**src/rtl/register_write_sequencer.sv**
```systemverilog
// Request FIFO feeding a write-once config register: one strobe per request, spaced
// by a fixed idle gap, with a shadow lock that turns later requests into counted drops.
module register_write_sequencer #(
  parameter int DATA_WIDTH = 16,
  parameter int FIFO_DEPTH = 4,
  parameter int GAP_CYCLES = 1
) (
  input  logic                  Clk,
  input  logic                  ip_reset,
  input  logic                  req_valid,
  output logic                  req_ready,
  input  logic [DATA_WIDTH-1:0] req_data,
  output logic                  write,
  output logic [DATA_WIDTH-1:0] wr_data,
  output logic                  locked,
  output logic                  reject,
  output logic [7:0]            reject_count,
  output logic                  busy
);
  localparam int AW = $clog2(FIFO_DEPTH);
  localparam int CW = AW + 1;
  localparam int GW = (GAP_CYCLES > 1) ? $clog2(GAP_CYCLES) : 1;
  localparam logic [GW-1:0] GAP_INIT = (GAP_CYCLES > 0) ? GW'(GAP_CYCLES - 1) : '0;

  typedef enum logic [1:0] {IDLE, WRITE, GAP} state_t;

  logic [DATA_WIDTH-1:0] mem_q [FIFO_DEPTH];
  logic [AW-1:0]         wptr_q, rptr_q;
  logic [CW-1:0]         cnt_q, cnt_d;
  state_t                state_q, state_d;
  logic [GW-1:0]         gap_q, gap_d;
  logic [DATA_WIDTH-1:0] wr_data_q, wr_data_d;
  logic                  locked_q, locked_d;
  logic                  reject_q, reject_d;
  logic [7:0]            rcnt_q, rcnt_d;
  logic                  full, empty, push, pop;

  assign full  = (cnt_q == CW'(FIFO_DEPTH));
  assign empty = (cnt_q == '0);
  // Full blocks the push even when the FSM pops in the same cycle.
  assign push  = req_valid & ~full;

  always_comb begin
    state_d   = state_q;
    gap_d     = gap_q;
    wr_data_d = wr_data_q;
    locked_d  = locked_q;
    reject_d  = 1'b0;
    rcnt_d    = rcnt_q;
    pop       = 1'b0;
    case (state_q)
      IDLE: begin
        if (!empty) begin
          pop = 1'b1;
          if (locked_q) begin
            reject_d = 1'b1;
            if (rcnt_q != 8'hFF) rcnt_d = rcnt_q + 8'd1;
          end else begin
            wr_data_d = mem_q[rptr_q];
            state_d   = WRITE;
          end
        end
      end
      WRITE: begin
        locked_d = locked_q | wr_data_q[0];
        if (GAP_CYCLES == 0) begin
          state_d = IDLE;
        end else begin
          state_d = GAP;
          gap_d   = GAP_INIT;
        end
      end
      GAP: begin
        if (gap_q == '0) state_d = IDLE;
        else             gap_d   = gap_q - GW'(1);
      end
      default: state_d = IDLE;
    endcase
  end

  always_comb begin
    cnt_d = cnt_q;
    case ({push, pop})
      2'b10:   cnt_d = cnt_q + CW'(1);
      2'b01:   cnt_d = cnt_q - CW'(1);
      default: cnt_d = cnt_q;
    endcase
  end

  always_ff @(posedge Clk) begin
    if (push) mem_q[wptr_q] <= req_data;
  end

  always_ff @(posedge Clk) begin
    if (ip_reset) begin
      wptr_q    <= '0;
      rptr_q    <= '0;
      cnt_q     <= '0;
      state_q   <= IDLE;
      gap_q     <= '0;
      wr_data_q <= '0;
      locked_q  <= 1'b0;
      reject_q  <= 1'b0;
      rcnt_q    <= '0;
    end else begin
      if (push) wptr_q <= wptr_q + AW'(1);
      if (pop)  rptr_q <= rptr_q + AW'(1);
      cnt_q     <= cnt_d;
      state_q   <= state_d;
      gap_q     <= gap_d;
      wr_data_q <= wr_data_d;
      locked_q  <= locked_d;
      reject_q  <= reject_d;
      rcnt_q    <= rcnt_d;
    end
  end

  assign req_ready    = ~full;
  assign write        = (state_q == WRITE);
  assign wr_data      = wr_data_q;
  assign locked       = locked_q;
  assign reject       = reject_q;
  assign reject_count = rcnt_q;
  assign busy         = ~empty | (state_q != IDLE);
endmodule
```
**config.mk**
```make
export PLATFORM = sky130hd
export DESIGN_NAME = register_write_sequencer
export DESIGN_NICKNAME = d
export VERILOG_FILES = /design/src/rtl/register_write_sequencer.sv
export SDC_FILE = /design/constraint.sdc
export NUM_CORES = 1
export LEC_CHECK = 0
export BUFFER_PORTS_ARGS = -buffer_cell sky130_fd_sc_hd__buf_2
export CORE_UTILIZATION = 50
export DETAILED_ROUTE_END_ITERATION = 8
export PLACE_DENSITY_LB_ADDON = 0.08
export SLEW_MARGIN = 20
export SYNTH_ARGS = -nofsm -noshare
export SYNTH_HDL_FRONTEND = slang
export SYNTH_SLANG_ARGS = --single-unit
export TNS_END_PERCENT = 100
```
**constraint.sdc**
```tcl
create_clock -name Clk -period 2.2 [get_ports Clk]
set_input_delay 0.44 -clock Clk [delete_from_list [all_inputs] [get_ports Clk]]
set_output_delay 0.44 -clock Clk [all_outputs]
set_load 0.05 [all_outputs]
```
==> impl_summary.txt, run 1 <==
----------------------------------------------------
[Final layout]
  Final design utilization ... 0.5998
  Antenna fix cells ... 0
  Area growth from synthesis to layout ... 15.10%
  Net count reported at finish ... 340
  Layout cells sized above 1 ... 0.2978

[Timing]
  Slew Viols, Final ... 0
  Worst hold slack ... 0.2965 ns
  Actual slew at the worst max-slew pin ... 0.8959 ns
  Final worst path period share ... 0.9675
  Fmax achieved ... 0.4698 GHz
  Minimum clock period ... 2.128 ns
  Post-route clock skew ... 0.009130 ns
  RSZ-0062 raised after global routing ... true
  Number of failing hold endpoints at the final stage ... 0
  Remaining max-slew budget at the tightest pin ... 0.4027
  # setup viols final ... 0

[Yosys]
  Register bit count reported by yosys ... 99
  Flip-flop cell with the highest count after synthesis ... sky130_fd_sc_hd__edfxtp_1
  Largest cells by area after synthesis ... sky130_fd_sc_hd__edfxtp_1 50%, sky130_fd_sc_hd__dfxtp_1 18%, sky130_fd_sc_hd__mux4_2 9.4%
  Ys Warns ... 0
  Syn Area/Cell ... 14.64 um2
  Number of enable-type register cells in the synthesized netlist ... 64
  Top cells by instance count after synthesis ... 64 x sky130_fd_sc_hd__edfxtp_1, 39 x sky130_fd_sc_hd__nand2_1, 35 x sky130_fd_sc_hd__dfxtp_1
  Syn Std Cell Area ... 3820 um2
  Share of synthesized area occupied by flip-flops and latches ... 0.6865
  Biggest area consumer among synthesized cells ... sky130_fd_sc_hd__edfxtp_1
  Net count after synthesis ... 287
  Most common cell in the netlist ... sky130_fd_sc_hd__edfxtp_1
  Async set-or-reset flop fraction in the synthesized netlist ... 0
  Netlist cell types ... 35
  Synth top area share ... 0.5031
  Cell count after synthesis ... 261

[CTS]
  Level count of the clock H-tree ... 3
  TritonCTS clock tree ... done
  Number of clock buffers inserted by TritonCTS ... 9
  CTS clock-pin slew for the worst setup and hold paths ... 0.10 ns
  Clock network latency to the later pin of the worst-skew pair ... 0.35 ns
  CTS sink cnt ... 99
  Maximum count of clock buffers along a single path ... 2
  Library cell used as clock root buffer ... sky130_fd_sc_hd__clkbuf_8

[Global route]
  Number of global-route vias before repair ... 2086
  Antenna violations before repair ... 0
  Total track usage ... 0.1793
  Total congestion overflow after global routing ... 0
  Pin count of the biggest net entering global routing ... 36
  Global-route wire length before repair ... 10.15 mm

[Power]
  Net Switching ... 2136 uW
  Worst vdd rail ir drop ... 0.0006585 V
  Leakage ... 0.001613 uW
  Cell area power density ... 1280 nW/um2
  P_int ... 3490 uW
  Reg power frac ... 0.433
  Share of total power in the clock network ... 0.203
  Power share of the combinational group ... 0.363
  Switching Fraction ... 0.3797

[Detailed routing]
  Routed len/inst ... 15.39 um
  Number of optimization iterations in the first detailed-route pass ... 4
  Iter 0 DRT Violations ... 117
  Avg Vias per Cell ... 5.294
  DRT Wirelength ... 6.431 mm
  Antenna violation net count after detailed routing ... 0
  DR vias ... 2213
  DRC errors left ... 0

[Setup path]
  Gate family responsible for the most delay along the worst path ... simple AND/OR/NAND/NOR gates
  Critical Setup Path Class ... reg2reg
  Critical path peak fanout ... 6
  Worst Path Buf+Inv ... 2
  Slowest Stage Delay on Critical Path ... 0.42 ns
  Worst endpoint data arrival time ... 2.41 ns
  Critical Path Start Type ... flop
  Slowest cell on crit path ... sky130_fd_sc_hd__or3b_4
  Crit. End Element ... flop
  Cells traversed along the worst timing path ... or3b_4, and2_4, inv_4, ha_4, inv_1, fa_2, xor2_1, or3_1, a21oi_1
  Worst path required time ... 2.48 ns

[Floorplanning]
  Area of the core region ... 7331 um2
  DIE HEIGHT ... 89.41 um
  Top-level I/O count ... 48
  Die Wd ... 89.41 um
  Floorplan row count ... 31
  Initial core utilization ... 0.5211
  Total die area ... 7993 um2

[Place]
  HPWL Detailed ... 3.952 mm
  Placer Congestion ... 0.7262
  Count of buffers from port buffering ... 47

[Run status]
  Outcome ... finished, final reports clean

[Run]
  Reported max-cap violation count ... 0

[Hold path]
  Worst min-delay path class ... in2reg

----------------------------------------------------
==> kinds of logic after synthesis <==
kind of cell | count (synthesis) | share of synthesized area
XOR/XNOR | 7 | 0.01605
adder cells (fa/ha/maj) | 7 | 0.02489
AND/OR/NAND/NOR | 83 | 0.1071
buffers and inverters | 18 | 0.01998
flip-flops | 99 | 0.6865
AO/OA/AOI/OAI | 28 | 0.04324
multiplexers | 19 | 0.1022
==> layout by cell type, fill, tap and decap left out, types with 5 or more instances in the layout <==
cell                       Yosys  layout
sky130_fd_sc_hd__clkbuf_8      0       9
sky130_fd_sc_hd__a21oi_1      22      22
sky130_fd_sc_hd__buf_2         4      47
sky130_fd_sc_hd__buf_4         1       6
sky130_fd_sc_hd__nand2_1      39      39
sky130_fd_sc_hd__nand3_1       5       5
sky130_fd_sc_hd__ha_1          6       5
sky130_fd_sc_hd__inv_1         7       6
sky130_fd_sc_hd__nor2_1       15      15
sky130_fd_sc_hd__and3_1        5       5
sky130_fd_sc_hd__edfxtp_1     64      64
sky130_fd_sc_hd__xor2_1        5       5
sky130_fd_sc_hd__mux4_2       16      16
sky130_fd_sc_hd__dfxtp_1      35      32
==> final cells by class <==
cell class                 instances  area (um2)
clock inverter                     7       72.57
multi-input combinational        144        1141
sequential                        99        2626
timing repair buffer              53       280.3
fill                             585        2934
tap                               99       123.9
clock buffer                       9       123.9
inverter                           7       28.78
==> layer usage <==
metal	share of wire	vias to the layer above	global-route usage	wire length, um
met5	0	-	0	0
met4	0.017	0	0.06782	110
met3	0.039	8	0.06094	254
met2	0.48	52	0.2824	3092
met1	0.46	1088	0.2324	2974
li1	-	1065	-	-
==> state kept, by name (all words and copies together), names as in the netlist <==
signal        cells
state_q           2
wr_data          16
cnt_q             3
rptr_q            2
reject_count      8
reject            1
wptr_q            2
locked            1
mem_q            64
==> per-stage QoR <==
step | setup slack [ns] | setup TNS, ns | cells | power [uW] | instance area (um2)
2_1_floorplan | 0.007390 | 0 | 261 | 4018 | 3844
4_1_cts | 0.03146 | 0 | 416 | 5655 | 4379
3_5_place_dp | 0.05575 | 0 | 400 | 4518 | 4183
3_3_place_gp | 0.08127 | 0 | 400 | 4487 | 4183
6_report | 0.07150 | 0 | 418 | 5627 | 4397
5_1_grt | -0.02349 | -0.02349 | 418 | 5957 | 4397
==> worst reg2reg max path, delay by kind of cell (launching register included) <==
family | cells | cell delay (ns)
buffers and inverters | 2 | 0.10
adders and majority gates | 2 | 0.45
AOI/OAI and AO/OA | 1 | 0.12
DFF | 1 | 0.34
and+or+nand+nor | 3 | 0.89
xor gates and xnor gates | 1 | 0.15
==> what timing repair did <==
item / in CTS / in global routing
setup endpoints to repair: 0 / 1
resized for setup: 0 / 2
hold buffers: 0 / 0
setup buffers: 0 / 2
==> power by group through the flow <==
stage               logic (uW)  clock network (uW)  registers [uW]
floorplan                 1130                   0            2890
global placement          2020                   0            2470
detailed placement        2030                   0            2480
CTS                       2040                1170            2440
global route              2230                1250            2470
finish                    2040                1140            2440
==> path summary, 6_finish.rpt <==
kind / from / to / slack [ns] / depth (start not counted)
worst max-delay path: cnt_q[1] / cnt_q[2] / 0.07 / 9
worst min-delay path: req_data[8] / mem_q[0][8] / 0.30 / 1
worst max register to register: cnt_q[1] / cnt_q[2] / 0.07 / 9
worst min register to register: wr_data[11] / wr_data[11] / 0.45 / 2
No activity file was read; power rests on OpenSTA's default activity.
==> run 2: changes to the inputs <==
CORE_ASPECT_RATIO = 1.2   (was default)
==> run 2 against run 1 <==
  * Critical path depth is the same
  * Total power shrank 1.3%
  * Clock power shrank 4%
  * Die area is essentially flat
  * Highest routed layer unchanged
==> impl_summary.txt, run 2 (synthesized netlist as in run 1, its figures left out) <==
----------------------------------------------------
[Setup path]
  Worst endpoint data arrival time ... 2.43 ns (was 2.41 ns)
  Cells traversed along the worst timing path ... or3b_4, and2_4, inv_4, ha_4, inv_1, fa_2, xor2_1, or3_1, a21oi_1 (unchanged)
  Critical Setup Path Class ... reg2reg (unchanged)
  Critical Path Start Type ... flop (unchanged)
  Worst path required time ... 2.49 ns (was 2.48 ns)
  Slowest Stage Delay on Critical Path ... 0.41 ns (was 0.42 ns)
  Critical path peak fanout ... 5 (was 6)
  Slowest cell on crit path ... sky130_fd_sc_hd__or3b_4 (unchanged)
  Crit. End Element ... flop (unchanged)

[Power]
  P_int ... 3399 uW (was 3490 uW)
  Leakage ... 0.001604 uW (was 0.001613 uW)
  Worst vdd rail ir drop ... 0.0007741 V (was 0.0006585 V)
  Share of total power in the clock network ... 0.198 (was 0.203)
  Switching Fraction ... 0.3881 (was 0.3797)
  Cell area power density ... 1268 nW/um2 (was 1280 nW/um2)
  Total power draw ... 5555 uW (was 5627 uW)
  Net Switching ... 2156 uW (was 2136 uW)
  Power share of the combinational group ... 0.361 (was 0.363)
  Reg power frac ... 0.440 (was 0.433)

[Final layout]
  Final design utilization ... 0.5987 (was 0.5998)
  Layout cells sized above 1 ... 0.3009 (was 0.2978)
  Area of all placed cells without fillers ... 4380 um2 (was 4397 um2)
  Final instance count without filler cells ... 409 (was 418)
  Antenna fix cells ... 0 (unchanged)
  Flip-flop count of the largest register, all copies and words added ... 64 (unchanged)
  Commonest cells after routing, fill and taps aside ... 64 x sky130_fd_sc_hd__edfxtp_1, 47 x sky130_fd_sc_hd__buf_2, 39 x sky130_fd_sc_hd__nand2_1, 32 x sky130_fd_sc_hd__dfxtp_1, 22 x sky130_fd_sc_hd__a21oi_1 (unchanged)
  Area growth from synthesis to layout ... 14.67% (was 15.10%)
  Layout fillers ... 583 (was 585)
  Largest register by flop count ... mem_q (unchanged)
  Commonest non-fill, non-tap cell in the layout ... sky130_fd_sc_hd__edfxtp_1 (unchanged)
  Net count reported at finish ... 340 (unchanged)

[CTS]
  CTS clock-pin slew for the worst setup and hold paths ... 0.11 ns (was 0.10 ns)
  Number of clock buffers inserted by TritonCTS ... 9 (unchanged)
  Clock network latency to the later pin of the worst-skew pair ... 0.36 ns (was 0.35 ns)
  Level count of the clock H-tree ... 3 (unchanged)
  TritonCTS clock tree ... done (unchanged)
  CTS sink cnt ... 99 (unchanged)
  Library cell used as clock root buffer ... sky130_fd_sc_hd__clkbuf_8 (unchanged)
  Maximum count of clock buffers along a single path ... 2 (unchanged)

[Global route]
  Pin count of the biggest net entering global routing ... 36 (unchanged)
  Number of global-route vias before repair ... 2005 (was 2086)
  Antenna violations before repair ... 0 (unchanged)
  Total track usage ... 0.1775 (was 0.1793)
  Total congestion overflow after global routing ... 0 (unchanged)
  Global-route wire length before repair ... 10.14 mm (was 10.15 mm)

[Detailed routing]
  Number of optimization iterations in the first detailed-route pass ... 4 (unchanged)
  Avg Vias per Cell ... 5.308 (was 5.294)
  DRC errors left ... 0 (unchanged)
  Antenna violation net count after detailed routing ... 0 (unchanged)
  DR vias ... 2171 (was 2213)
  DRT Wirelength ... 6.460 mm (was 6.431 mm)
  Routed len/inst ... 15.79 um (was 15.39 um)
  Iter 0 DRT Violations ... 83 (was 117)

[Run status]
  Outcome ... finished, final reports clean (unchanged)

[Timing]
  Slew Viols, Final ... 0 (unchanged)
  RSZ-0062 raised after global routing ... true (unchanged)
  Actual slew at the worst max-slew pin ... 0.8864 ns (was 0.8959 ns)
  Post-route clock skew ... 0.01343 ns (was 0.009130 ns)
  Number of failing hold endpoints at the final stage ... 0 (unchanged)
  Remaining max-slew budget at the tightest pin ... 0.4090 (was 0.4027)
  # setup viols final ... 0 (unchanged)
  Fmax achieved ... 0.4664 GHz (was 0.4698 GHz)
  Minimum clock period ... 2.144 ns (was 2.128 ns)
  Final worst path period share ... 0.9746 (was 0.9675)

[Place]
  HPWL Detailed ... 3.970 mm (was 3.952 mm)
  Standard cell area after detailed placement ... 4172 um2 (was 4183 um2)
  Placed cells ... 391 (was 400)
  Count of buffers from port buffering ... 47 (unchanged)
  Placer Congestion ... 0.6960 (was 0.7262)

[Floorplanning]
  Initial core utilization ... 0.5221 (was 0.5211)
  DIE HEIGHT ... 97.75 um (was 89.41 um)
  Total die area ... 7995 um2 (was 7993 um2)
  Floorplan row count ... 34 (was 31)
  Top-level I/O count ... 48 (unchanged)
  Area of the core region ... 7317 um2 (was 7331 um2)
  Die Wd ... 81.79 um (was 89.41 um)

[Hold path]
  Worst min-delay path class ... in2reg (unchanged)

[Run]
  Reported max-cap violation count ... 0 (unchanged)

----------------------------------------------------
[run 2: cell count changes in the layout (fill, tap and decap cells not counted)]
cell                         change
sky130_fd_sc_hd__bufinv_16       -1
sky130_fd_sc_hd__clkinv_4        +1
sky130_fd_sc_hd__clkinvlp_4      +1
sky130_fd_sc_hd__dfxtp_2         -2
sky130_fd_sc_hd__clkinv_1        -2
sky130_fd_sc_hd__dfxtp_4         +2
sky130_fd_sc_hd__inv_6           -3
sky130_fd_sc_hd__clkbuf_1        +1
sky130_fd_sc_hd__inv_8           +3
[run 2: through the flow]
step,setup TNS [ns],hold slack (ns),setup WS [ns]
after floorplan,0,0.4652,0.007390
after global placement,0,0.4401,0.07945
after detailed placement,0,0.4443,0.05053
after CTS,0,0.2755,0.02518
after global routing,-0.02645,0.2701,-0.02645
final,0,0.2847,0.05577
[run 2: repair_timing]
item                                   4_1_cts  5_1_grt
setup endpoints to repair                    0        1
resized for setup                            0        4
buffers inserted                             0        2
hold buffers                                 0        0
endpoints found under the hold margin        0        0
[run 2: worst paths after layout]
check               startpoint            to  slack, ns  cells past startpoint
hold reg to reg     wr_data[9]    wr_data[9]       0.46                      2
setup / recovery      cnt_q[0]      cnt_q[2]       0.06                      9
hold / removal    req_data[11]  mem_q[1][11]       0.28                      1
setup reg to reg      cnt_q[0]      cnt_q[2]       0.06                      9
[run 2: worst max-delay path: cells and delay by family, from the launching register on]
| kind | cells | cell delay, ns |
|---|---|---|
| buffers and inverters | 2 | 0.10 |
| adders and majority gates | 2 | 0.46 |
| xor gates and xnor gates | 1 | 0.15 |
| DFF | 1 | 0.37 |
| AOI/OAI and AO/OA | 1 | 0.12 |
| and+or+nand+nor | 3 | 0.88 |
[run 2: metal layers]
metal,global-route usage,vias to the layer above,part of all wire
met5,0,-,0
met3,0.03832,10,0.031
met1,0.2213,1051,0.44
met4,0.08097,0,0.019
li1,-,1063,-
met2,0.2918,47,0.51
[run 2: area by class of cell]
class                           count  area, um2  share of cell area
Clock buffer                       10      127.6             0.02913
Inverter                            7      28.78            0.006570
Tap cell                           90      112.6             0.02571
Timing Repair Buffer               53      280.3             0.06398
Multi-Input combinational cell    144       1141              0.2605
Sequential cell                    99       2631              0.6007
Clock inverter                      6      58.81             0.01342
[run 2: power groups by stage]
stage | Sequential (uW) | Combinational, uW | Clock [uW]
2_1_floorplan | 2890 | 1130 | 0
3_3_place_gp | 2470 | 2010 | 0
3_5_place_dp | 2480 | 2030 | 0
4_1_cts | 2440 | 2030 | 1130
5_1_grt | 2490 | 2190 | 1200
6_report | 2450 | 2010 | 1100
